**config.mk**
```make
export PLATFORM = sky130hd
export DESIGN_NAME = priv_1_13_trap_arbiter
export DESIGN_NICKNAME = d
export VERILOG_FILES = /design/src/rtl/priv_1_13_trap_arbiter_pkg.sv /design/src/rtl/priv_1_13_trap_arbiter_intr_prio.sv /design/src/rtl/priv_1_13_trap_arbiter.sv
export SDC_FILE = /design/constraint.sdc
export NUM_CORES = 1
export LEC_CHECK = 0
export BUFFER_PORTS_ARGS = -buffer_cell sky130_fd_sc_hd__buf_4
export CORE_MARGIN = 2
export CORE_UTILIZATION = 40
export DETAILED_ROUTE_END_ITERATION = 16
export PLACE_DENSITY = 0.8
export SETUP_SLACK_MARGIN = 0.4
export SYNTH_ARGS = -nofsm -noshare
export SYNTH_HDL_FRONTEND = slang
export SYNTH_SLANG_ARGS = --single-unit
```
**constraint.sdc**
```tcl
create_clock -name CLK -period 2.7 [get_ports CLK]
set_clock_uncertainty 0.15 [all_clocks]
set_input_delay 0 -clock CLK [delete_from_list [all_inputs] [get_ports CLK]]
set_output_delay 0 -clock CLK [all_outputs]
set_load 0.01 [all_outputs]
```
**src/rtl/priv_1_13_trap_arbiter_pkg.sv**
```systemverilog
// -----------------------------------------------------------------------------
// priv_1_13_trap_arbiter_pkg
// Shared machine-mode types for the trap arbiter and its interrupt priority
// encoder.
// Contents:
//   IRQ_*            interrupt cause codes (also the bit positions in mip/mie)
//   priv_level_t     privilege level encoding (U=0, S=1, M=3)
//   arb_state_t      trap arbiter FSM states (IDLE/WAIT/COMMIT)
//   mip_from_irq()   maps the packed irq_src vector onto mip bit positions
// -----------------------------------------------------------------------------
package priv_1_13_trap_arbiter_pkg;

   localparam int unsigned IRQ_SSI = 1;
   localparam int unsigned IRQ_MSI = 3;
   localparam int unsigned IRQ_STI = 5;
   localparam int unsigned IRQ_MTI = 7;
   localparam int unsigned IRQ_SEI = 9;
   localparam int unsigned IRQ_MEI = 11;

   typedef enum logic [1:0] {
      PRIV_U    = 2'd0,
      PRIV_S    = 2'd1,
      PRIV_RSVD = 2'd2,
      PRIV_M    = 2'd3
   } priv_level_t;

   typedef enum logic [1:0] {
      ST_IDLE   = 2'd0,
      ST_WAIT   = 2'd1,
      ST_COMMIT = 2'd2
   } arb_state_t;

   // irq_src is packed as {meip, seip, mtip, stip, msip, ssip}; every other
   // mip bit is hardwired to zero.
   function automatic logic [15:0] mip_from_irq(input logic [5:0] irq);
      logic [15:0] m;
      m          = 16'h0000;
      m[IRQ_MEI] = irq[5];
      m[IRQ_SEI] = irq[4];
      m[IRQ_MTI] = irq[3];
      m[IRQ_STI] = irq[2];
      m[IRQ_MSI] = irq[1];
      m[IRQ_SSI] = irq[0];
      return m;
   endfunction

endpackage

```
**src/rtl/priv_1_13_trap_arbiter_intr_prio.sv**
```systemverilog
// -----------------------------------------------------------------------------
// priv_1_13_intr_prio
// Combinational interrupt enable / delegation filter and fixed-priority
// encoder.
// Ports:
//   curr_priv_level  in   current privilege level
//   mstatus_mie      in   global M-mode interrupt enable
//   mstatus_sie      in   global S-mode interrupt enable
//   mip              in   registered pending bits
//   mie              in   per-interrupt enables
//   mideleg          in   interrupt delegation mask (1 = handled in S-mode)
//   intr_en          out  per-bit "this interrupt may be taken now"
//   any_intr         out  at least one interrupt may be taken
//   intr_cause       out  cause code of the highest-priority takeable interrupt
//   intr_to_s        out  that interrupt targets S-mode
// -----------------------------------------------------------------------------
module priv_1_13_intr_prio
   import priv_1_13_trap_arbiter_pkg::*;
#(
   parameter int NUM_CAUSE_BITS = 5
) (
   input  logic [1:0]                curr_priv_level,
   input  logic                      mstatus_mie,
   input  logic                      mstatus_sie,
   input  logic [15:0]               mip,
   input  logic [15:0]               mie,
   input  logic [15:0]               mideleg,
   output logic [15:0]               intr_en,
   output logic                      any_intr,
   output logic [NUM_CAUSE_BITS-1:0] intr_cause,
   output logic                      intr_to_s
);

   priv_level_t priv;
   logic        m_glb_en;
   logic        s_glb_en;
   logic [3:0]  sel_idx;

   // M-targeted interrupts are always takeable below M and need MIE in M.
   // S-targeted (delegated) interrupts are never taken while in M.
   always_comb begin
      priv     = priv_level_t'(curr_priv_level);
      m_glb_en = (priv != PRIV_M) || mstatus_mie;
      s_glb_en = (priv == PRIV_U) || ((priv == PRIV_S) && mstatus_sie);
      intr_en  = mip & mie & ((~mideleg & {16{m_glb_en}}) |
                              ( mideleg & {16{s_glb_en}}));
   end

   // Fixed priority: MEI > MSI > MTI > SEI > SSI > STI.
   always_comb begin
      sel_idx = 4'd0;
      if (intr_en[IRQ_MEI])      sel_idx = 4'(IRQ_MEI);
      else if (intr_en[IRQ_MSI]) sel_idx = 4'(IRQ_MSI);
      else if (intr_en[IRQ_MTI]) sel_idx = 4'(IRQ_MTI);
      else if (intr_en[IRQ_SEI]) sel_idx = 4'(IRQ_SEI);
      else if (intr_en[IRQ_SSI]) sel_idx = 4'(IRQ_SSI);
      else if (intr_en[IRQ_STI]) sel_idx = 4'(IRQ_STI);

      any_intr   = |intr_en;
      intr_cause = NUM_CAUSE_BITS'(sel_idx);
      intr_to_s  = any_intr && mideleg[sel_idx];
   end

endmodule

```
**src/rtl/priv_1_13_trap_arbiter.sv**
```systemverilog
// -----------------------------------------------------------------------------
// priv_1_13_trap_arbiter
// Collects interrupts and pipeline exceptions, applies enable/delegation
// rules, and runs a request/drain/commit handshake with the pipeline. The
// one-cycle trap pulse feeds the privilege-mode switcher and CSR trap entry.
// Ports:
//   CLK, nRST        clock, asynchronous active-low reset
//   curr_priv_level  current privilege (U=0, S=1, M=3)
//   mstatus_mie/sie  global M/S interrupt enables
//   mie, mideleg     per-interrupt enable and delegation masks
//   medeleg          exception delegation mask
//   irq_src          {meip, seip, mtip, stip, msip, ssip}, level-sensitive
//   ex_valid/cause   pipeline exception report
//   pipe_ready       pipeline drained to an instruction boundary
//   flush_req        drain/flush request to the pipeline
//   mip              registered pending-interrupt bits
//   trap             one-cycle trap commit pulse
//   trap_to_s        trap targets S-mode
//   trap_is_intr     1 = interrupt, 0 = exception
//   trap_cause       cause code of the committed trap
// -----------------------------------------------------------------------------
module priv_1_13_trap_arbiter
   import priv_1_13_trap_arbiter_pkg::*;
#(
   parameter int NUM_CAUSE_BITS = 5
) (
   input  logic                      CLK,
   input  logic                      nRST,
   input  logic [1:0]                curr_priv_level,
   input  logic                      mstatus_mie,
   input  logic                      mstatus_sie,
   input  logic [15:0]               mie,
   input  logic [15:0]               mideleg,
   input  logic [15:0]               medeleg,
   input  logic [5:0]                irq_src,
   input  logic                      ex_valid,
   input  logic [NUM_CAUSE_BITS-1:0] ex_cause,
   input  logic                      pipe_ready,
   output logic                      flush_req,
   output logic [15:0]               mip,
   output logic                      trap,
   output logic                      trap_to_s,
   output logic                      trap_is_intr,
   output logic [NUM_CAUSE_BITS-1:0] trap_cause
);

   arb_state_t                state_q, state_d;
   logic [15:0]               mip_q, mip_d;
   logic                      flush_req_q, flush_req_d;
   logic                      trap_q, trap_d;
   logic                      cap_to_s_q, cap_to_s_d;
   logic                      cap_is_intr_q, cap_is_intr_d;
   logic [NUM_CAUSE_BITS-1:0] cap_cause_q, cap_cause_d;

   logic [15:0]               intr_en;
   logic                      any_intr;
   logic [NUM_CAUSE_BITS-1:0] intr_cause;
   logic                      intr_to_s;
   logic                      ex_deleg;
   logic                      ex_to_s;
   logic                      cap_still_en;

   priv_1_13_intr_prio #(
      .NUM_CAUSE_BITS (NUM_CAUSE_BITS)
   ) u_intr_prio (
      .curr_priv_level (curr_priv_level),
      .mstatus_mie     (mstatus_mie),
      .mstatus_sie     (mstatus_sie),
      .mip             (mip_q),
      .mie             (mie),
      .mideleg         (mideleg),
      .intr_en         (intr_en),
      .any_intr        (any_intr),
      .intr_cause      (intr_cause),
      .intr_to_s       (intr_to_s)
   );

   // Exception causes beyond the 16-bit medeleg range are never delegated.
   // A captured interrupt is rechecked against the live enables before commit.
   always_comb begin
      ex_deleg     = (ex_cause < NUM_CAUSE_BITS'(16)) && medeleg[ex_cause[3:0]];
      ex_to_s      = ex_deleg && (priv_level_t'(curr_priv_level) != PRIV_M);
      cap_still_en = intr_en[cap_cause_q[3:0]];
   end

   // Next-state and capture logic. Outputs are derived from the next state so
   // that flush_req and trap come straight out of flops.
   always_comb begin
      state_d       = state_q;
      cap_to_s_d    = cap_to_s_q;
      cap_is_intr_d = cap_is_intr_q;
      cap_cause_d   = cap_cause_q;
      mip_d         = mip_from_irq(irq_src);

      case (state_q)
         ST_IDLE: begin
            if (ex_valid) begin
               cap_cause_d   = ex_cause;
               cap_to_s_d    = ex_to_s;
               cap_is_intr_d = 1'b0;
               state_d       = ST_WAIT;
            end else if (any_intr) begin
               cap_cause_d   = intr_cause;
               cap_to_s_d    = intr_to_s;
               cap_is_intr_d = 1'b1;
               state_d       = ST_WAIT;
            end
         end
         ST_WAIT: begin
            // A late exception displaces a held interrupt; the drain restarts.
            if (ex_valid && cap_is_intr_q) begin
               cap_cause_d   = ex_cause;
               cap_to_s_d    = ex_to_s;
               cap_is_intr_d = 1'b0;
            end else if (pipe_ready) begin
               if (!cap_is_intr_q || cap_still_en) begin
                  state_d = ST_COMMIT;
               end else begin
                  state_d = ST_IDLE;
               end
            end
         end
         ST_COMMIT: begin
            state_d = ST_IDLE;
         end
         default: begin
            state_d = ST_IDLE;
         end
      endcase

      flush_req_d = (state_d != ST_IDLE);
      trap_d      = (state_d == ST_COMMIT);
   end

   // All state and registered outputs; reset drops everything to zero at once.
   always_ff @(posedge CLK or negedge nRST) begin
      if (!nRST) begin
         state_q       <= ST_IDLE;
         mip_q         <= 16'h0000;
         flush_req_q   <= 1'b0;
         trap_q        <= 1'b0;
         cap_to_s_q    <= 1'b0;
         cap_is_intr_q <= 1'b0;
         cap_cause_q   <= '0;
      end else begin
         state_q       <= state_d;
         mip_q         <= mip_d;
         flush_req_q   <= flush_req_d;
         trap_q        <= trap_d;
         cap_to_s_q    <= cap_to_s_d;
         cap_is_intr_q <= cap_is_intr_d;
         cap_cause_q   <= cap_cause_d;
      end
   end

   assign flush_req    = flush_req_q;
   assign mip          = mip_q;
   assign trap         = trap_q;
   assign trap_to_s    = cap_to_s_q;
   assign trap_is_intr = cap_is_intr_q;
   assign trap_cause   = cap_cause_q;

endmodule

```
After elaboration in Yosys (flattened, before gate mapping):

Cells that the tools add are included.
Widths: inputs -> output; s select.

* $lt $le $gt $ge: 4
* multiplexer cells: 30
* bitwise gates (word level): 6
* equal/unequal tests: 6
* reduce and logical (&&, ||, !) cells: 15

Operators with widths (count)
* $and 16x16->16: 3
* $mux 4: 5
* $and 12x16->16: 1
* $not 16->16: 1
* $or 16x16->16: 1
* $reduce_or 16->1: 1
* $lt 4x5->1 const B: 3
* $mux 5: 3
* $bmux 1 s4: 3
* $mux 2: 5
* $pmux 5 s2: 1
* $mux 1: 9
* $logic_and 1x1->1: 5
* $lt 5x5->1 const B: 1
* $eq 2x1->1 const B: 2
* $logic_not 2->1: 2
* $ne 2x2->1 const B: 2
* $pmux 1 s2: 2
* $pmux 2 s2: 1
* $reduce_bool 2->1: 2
* $logic_or 1x1->1: 3
* $mux 3: 1
* $ne 3x3->1 const B: 1
* $reduce_and 3->1: 1
* other kinds (2): 2

* input port bits: 67
* bits in registers: 17
* output and inout port bits: 25
* word-level logic and storage cells: 68

Logic depth before layout (Yosys ltp):

* word-level depth: 18
* gate-level depth with buffers: 9
* depth with buffers taken out: 7

Modules after synthesis:

Synthesis repeated with hierarchy kept, for this count alone.

* cell total of the unflattened synthesis: 180
* area total of the unflattened synthesis: 1685.4 sq um

Modules (own cells, without submodules)
* priv_1_13_trap_arbiter: seq. area each 425.4 sq um, area each 1017.2 sq um, instances 1, cells each 88
* priv_1_13_intr_prio: seq. area each 0.0 sq um, area each 668.1 sq um, instances 1, cells each 92

Worst setup path before layout:

OpenSTA, ideal clock, no wires.

* kind: flip-flop to flip-flop
* start point: register mip_q[11], in the netlist mip[11]
* end point: register flush_req_q, in the netlist flush_req
* arrival: 2.003 ns
* data required time: 2.472 ns
* library setup time: 0.078 ns
* period minus slack after synthesis: 2.231 ns
* buffers on the path: 0
* slack: 0.469 ns
* cell stages (with the launch flop): 8
* cells stage by stage: dfrtp_1 -> nand2_1 -> a21o_1 -> or2_4 -> mux4_2 -> o221a_4 -> a2111oi_4 -> o21bai_1

* cells in the longest elaborated chain, start to end: 10
* elaborated cells on any way between the ends: 13
* classes of those cells: mux: 8; bitwise: 2; reduce/logical: 3

RTL lines
* start, declared: RTL line priv_1_13_trap_arbiter.sv:48 `logic [15:0] mip_q, mip_d;`
* start signal, assigned: RTL line priv_1_13_trap_arbiter.sv:147 `mip_q <= mip_d;`
* $and 12x16->16 (*): RTL line priv_1_13_trap_arbiter_intr_prio.sv:45 `intr_en = mip & mie & ((~mideleg & {16{m_glb_en}}) |`
* $and 16x16->16 (*): RTL line priv_1_13_trap_arbiter_intr_prio.sv:45
* $bmux 1 s4: RTL line priv_1_13_trap_arbiter.sv:83 `cap_still_en = intr_en[cap_cause_q[3:0]];`
* $mux 1 (not written as such): RTL line priv_1_13_trap_arbiter.sv:83
* $logic_or 1x1->1: RTL line priv_1_13_trap_arbiter.sv:116 `if (!cap_is_intr_q || cap_still_en) begin`
* $mux 2: RTL line priv_1_13_trap_arbiter.sv:116
* $mux 2: RTL line priv_1_13_trap_arbiter.sv:115 `end else if (pipe_ready) begin`
* $mux 2: RTL line priv_1_13_trap_arbiter.sv:111 `if (ex_valid && cap_is_intr_q) begin`
* $pmux 2 s2 (*): RTL line priv_1_13_trap_arbiter.sv:95 `case (state_q)`
* named net state_d[1]: RTL line priv_1_13_trap_arbiter.sv:47 `arb_state_t state_q, state_d;`
* $reduce_bool 2->1 (*): RTL line priv_1_13_trap_arbiter.sv:131 `flush_req_d = (state_d != ST_IDLE);`
* named net flush_req_d: RTL line priv_1_13_trap_arbiter.sv:49 `logic flush_req_q, flush_req_d;`
* end signal, assigned: RTL line priv_1_13_trap_arbiter.sv:148 `flush_req_q <= flush_req_d;`
* end, declared: RTL line priv_1_13_trap_arbiter.sv:49

The timed path passes the listed nets; every way through them passes the cells marked *. The select of a mux whose other input is x is not followed.
A chain may end at the register's enable or synchronous reset.

Final worst setup path:

Same ends and word-level chain as after synthesis.

==> results.md <==
Drt:
- The via density per instance is about 5.5.
- The post-route antenna net violation count is 0.
- After detailed routing, the average wire length per cell comes to 14.97 um.
- The number of remaining DRC errors is 0.
- The total iterations of the first detailed-routing run is 4.
- The total wire length is 3502 um.
- The via count is 1286.
- The number of DRC markers after the initial detailed-route iteration is 52.

Cells and area:
- The area growth from synthesis to layout is 54.09%.
- The post-route cell area is 1864 um2.
- The antenna diode instance count is 0.
- In the final design database the tool counted 271 nets.
- The number of standard cells in the final layout excluding fillers is 234.
- Cells fill between 60 and 70% of the core in the end.
- The fraction of final layout cells with drive strength greater than 1 is 40.39%.

STA:
- The total negative slack is 0 ps.
- The highest clock rate is 0.4343 GHz.
- The worst hold margin is 111.0 ps.
- Headroom to the max-slew limit came out at between 40% and 50%.
- The clock period minus worst slack is 2303 ps.
- The final setup violation count is 0.
- The number of max-slew violations in the final report is 0.
- Setup repair after global routing could not meet its margin everywhere.
- The actual slew at the worst max-slew pin is 779.6 ps.
- The final cycle utilization of the critical path is 85.29%.
- The number of failing hold endpoints at the final stage is 0.

Yosys:
- The post-synthesis area per instance is 9.757 um2.
- The number of enable-type register cells in the synthesized netlist is 0.
- By area the synthesized netlist is led by dfrtp_1 (35%), mux4_2 (11%), buf_4 (6.2%).
- After technology mapping, the gate count stands at 124.
- In the synthesized netlist the async set-or-reset flop fraction comes to 100.0%.
- The cell taking the most area after synthesis is dfrtp_1.
- The flip-flop and latch count after synthesis is 17.
- Summing every instance area after synthesis gives 1210 um2.
- The most frequent cell after synthesis is nand2_1.
- Sequential elements use 35.16% of the synthesized area.
- The count of cell types in the netlist is 40.
- The commonest cells after synthesis are nand2_1 (18), dfrtp_1 (17), buf_4 (10), a21oi_1 (9), o21ai_1 (7).
- In the synthesized netlist the dominant register cell turns out to be dfrtp_1.
- The number of synthesis warnings is 0.
- The share of synthesized area in the top cell type comes to 35.16%.

Worst setup path:
- The path depth of the worst reg2reg path is 7.
- Among cell families on the critical path, the largest total delay comes from compound AO/OA/AOI/OAI gates.
- The signal on the critical path passes through nand2_1 > a21o_1 > or2_4 > mux4_2 > o221a_4 > a2111oi_4 > o21bai_4.
- The highest-delay cell along the critical path is mux4_2.
- Data on the critical path is required at its endpoint by 2770 ps.
- The critical path depth in cells is 7.
- The end point of the critical path is flush_req$_DFF_PN0_.
- The type of the worst setup path is reg2reg.
- The worst register-to-register path has a setup slack of 400 ps.
- The critical path endpoint category is a register.
- The origin of the critical flop-to-flop path is mip[11]$_DFF_PN0_.
- Data on the critical path arrives at its endpoint at 2380 ps.
- Of all nets on the critical path, the largest fanout is 5.
- The count of buffering cells on the critical path with inverters included is 0.
- In this design, the stage delay of the slowest critical-path cell is between 400 and 500 ps.
- The worst register-to-register path ends at flush_req$_DFF_PN0_.
- The type of origin of the critical path is a register.
- In this run the worst setup path begins at mip[11]$_DFF_PN0_.

Global routing:
- The global-route wire length before repair is 5492 um.
- The number of global-route vias before repair is 1292.
- The overall overflow remaining after global route is 0.
- The overall global routing resource usage is 21.12%.
- The initial antenna violation count came to 0.
- Entering global routing, the biggest net connects 18 pins.

Place:
- Detailed placement finished with a half-perimeter wire length of 2811 um.
- The placer congestion estimate is just over 0.8.
- The count of placed standard cells including taps is 214.
- The instance area at placement is 1662 um2.
- The number of I/O port buffers is just over 60.

Worst hold path:
- The source of the worst hold timing path is mideleg[9].
- The path class of the tightest hold or removal check is in2reg.

Floorplanning:
- In this run the standard cell core region covers roughly 2800 um2.
- The initial utilization of the core area, before any placement, comes to roughly 43%.
- The initialized floorplan defines 19 standard-cell rows.
- The vertical extent of the die is 59.00 um.
- Pin placement for this block handled 92 I/O pins.
- The die is roughly 59 um wide.
- The area of the die is about 3500 um2.

Clock network:
- The clock-pin slew reported for the worst setup and hold paths after clock tree synthesis is 90 ps.
- The largest buffer count on any clock path is 2.
- CTS built an H-tree with a depth of 1.
- The cell sitting at the root of the clock tree is a clkbuf_4.
- The TritonCTS clock tree is yes.
- The clock insertion delay at the later pin of the skew report is slightly below 300 ps.
- Counting the buffers created by CTS gives 3.
- The tree built by TritonCTS fans out to 17 sinks.

Power:
- The worst-case IR drop observed on VDD is ~0.00037 V.
- For this design the static power due to leakage is 0.8524 nW.
- Power spread over the standard cell area amounts to approximately 650 nW/um2.

Run status:
- The flow ran to the end, and the final reports show no timing, DRC or antenna violations.

Run:
- The max-cap check violation count is 0.
[worst min path at each step]
stage          cells past startpoint                        end  slack, ps
2_1_floorplan                      0        flush_req$_DFF_PN0_       -450
3_3_place_gp                       1  trap_cause[0]$_DFFE_PN0P_       -280
3_5_place_dp                       1        flush_req$_DFF_PN0_       -270
4_1_cts                            6  trap_cause[3]$_DFFE_PN0P_        100
5_1_grt                            4      trap_to_s$_DFFE_PN0P_        150
6_report                           6  trap_cause[3]$_DFFE_PN0P_        110
[logic make-up (layout without fill, tap and decap cells)]
kind of cell	count (synthesis)	count (layout)	synth area share [%]
flops	17	17	35.16
compound gates	38	38	22.96
buf+inv	15	85	8.377
mux	10	10	14.58
other cells	1	10	0.3099
simple gates	43	43	18.61
[worst reg2reg max path: stages, from the launching register on]
cell,delay (ps)
dfrtp_1,380
nand2_1,60
a21o_1,170
or2_4,280
mux4_2,500
o221a_4,300
a2111oi_4,220
o21bai_4,180
[metrics by stage]
stage,setup slack [ps],total power [W]
after floorplan,468.7,0.0007709
after global placement,424.7,0.0009972
after detailed placement,359.8,0.001026
after CTS,430.9,0.001179
after global routing,315.3,0.001289
final,397.3,0.001203
[layout make-up]
cell class / instances / area [um2]
Clock buffer: 4 / 26.28
Fill cell: 215 / 940.9
Inverter: 2 / 7.507
Multi-Input combinational cell: 101 / 735.7
Sequential cell: 17 / 425.4
Tap cell: 31 / 38.79
Timing Repair Buffer: 79 / 630.6
[routing by layer]
metal  up-vias  routed length (um)  global-route usage, %
met5         -                   0                      0
met4         0                 177                  12.99
met3        24                 223                  2.838
met2        71                1866                  37.94
met1       589                1235                  23.38
li1        602                   -                      -
[where the power goes]
group	internal [W]	leakage [nW]	switching, W
Sequential	0.000339	0.206	0.0000888
Combinational	0.000343	0.632	0.000298
Clock	0.0000575	0.0150	0.0000770
Total	0.000739	0.852	0.000464
[layout by cell type (no fill, tap or decap), types with 5 or more instances in the layout]
| master | instances |
|---|---|
| nand2_1 | 18 |
| conb_1 | 10 |
| nor2_1 | 6 |
| dfrtp_1 | 17 |
| mux4_2 | 6 |
| a21oi_1 | 9 |
| dlygate4sd3_1 | 15 |
| nand3_1 | 5 |
| o21ai_1 | 7 |
| o21ai_0 | 5 |
| buf_4 | 64 |
[sequential cells by signal, summed over array words and instances (netlist names)]
| register | count |
|---|---|
| flush_req | 1 |
| mip | 6 |
| state_q | 2 |
| trap | 1 |
| trap_cause | 5 |
| trap_is_intr | 1 |
| trap_to_s | 1 |
[repair_timing]
item	in CTS	in global routing
hold buffers	15	0
pin swaps	1	0
setup endpoints to repair	1	3
hold endpoints to repair	33	0
gates resized for setup	0	2
buffers inserted	1	0
Power figures use the tool's default switching activity.
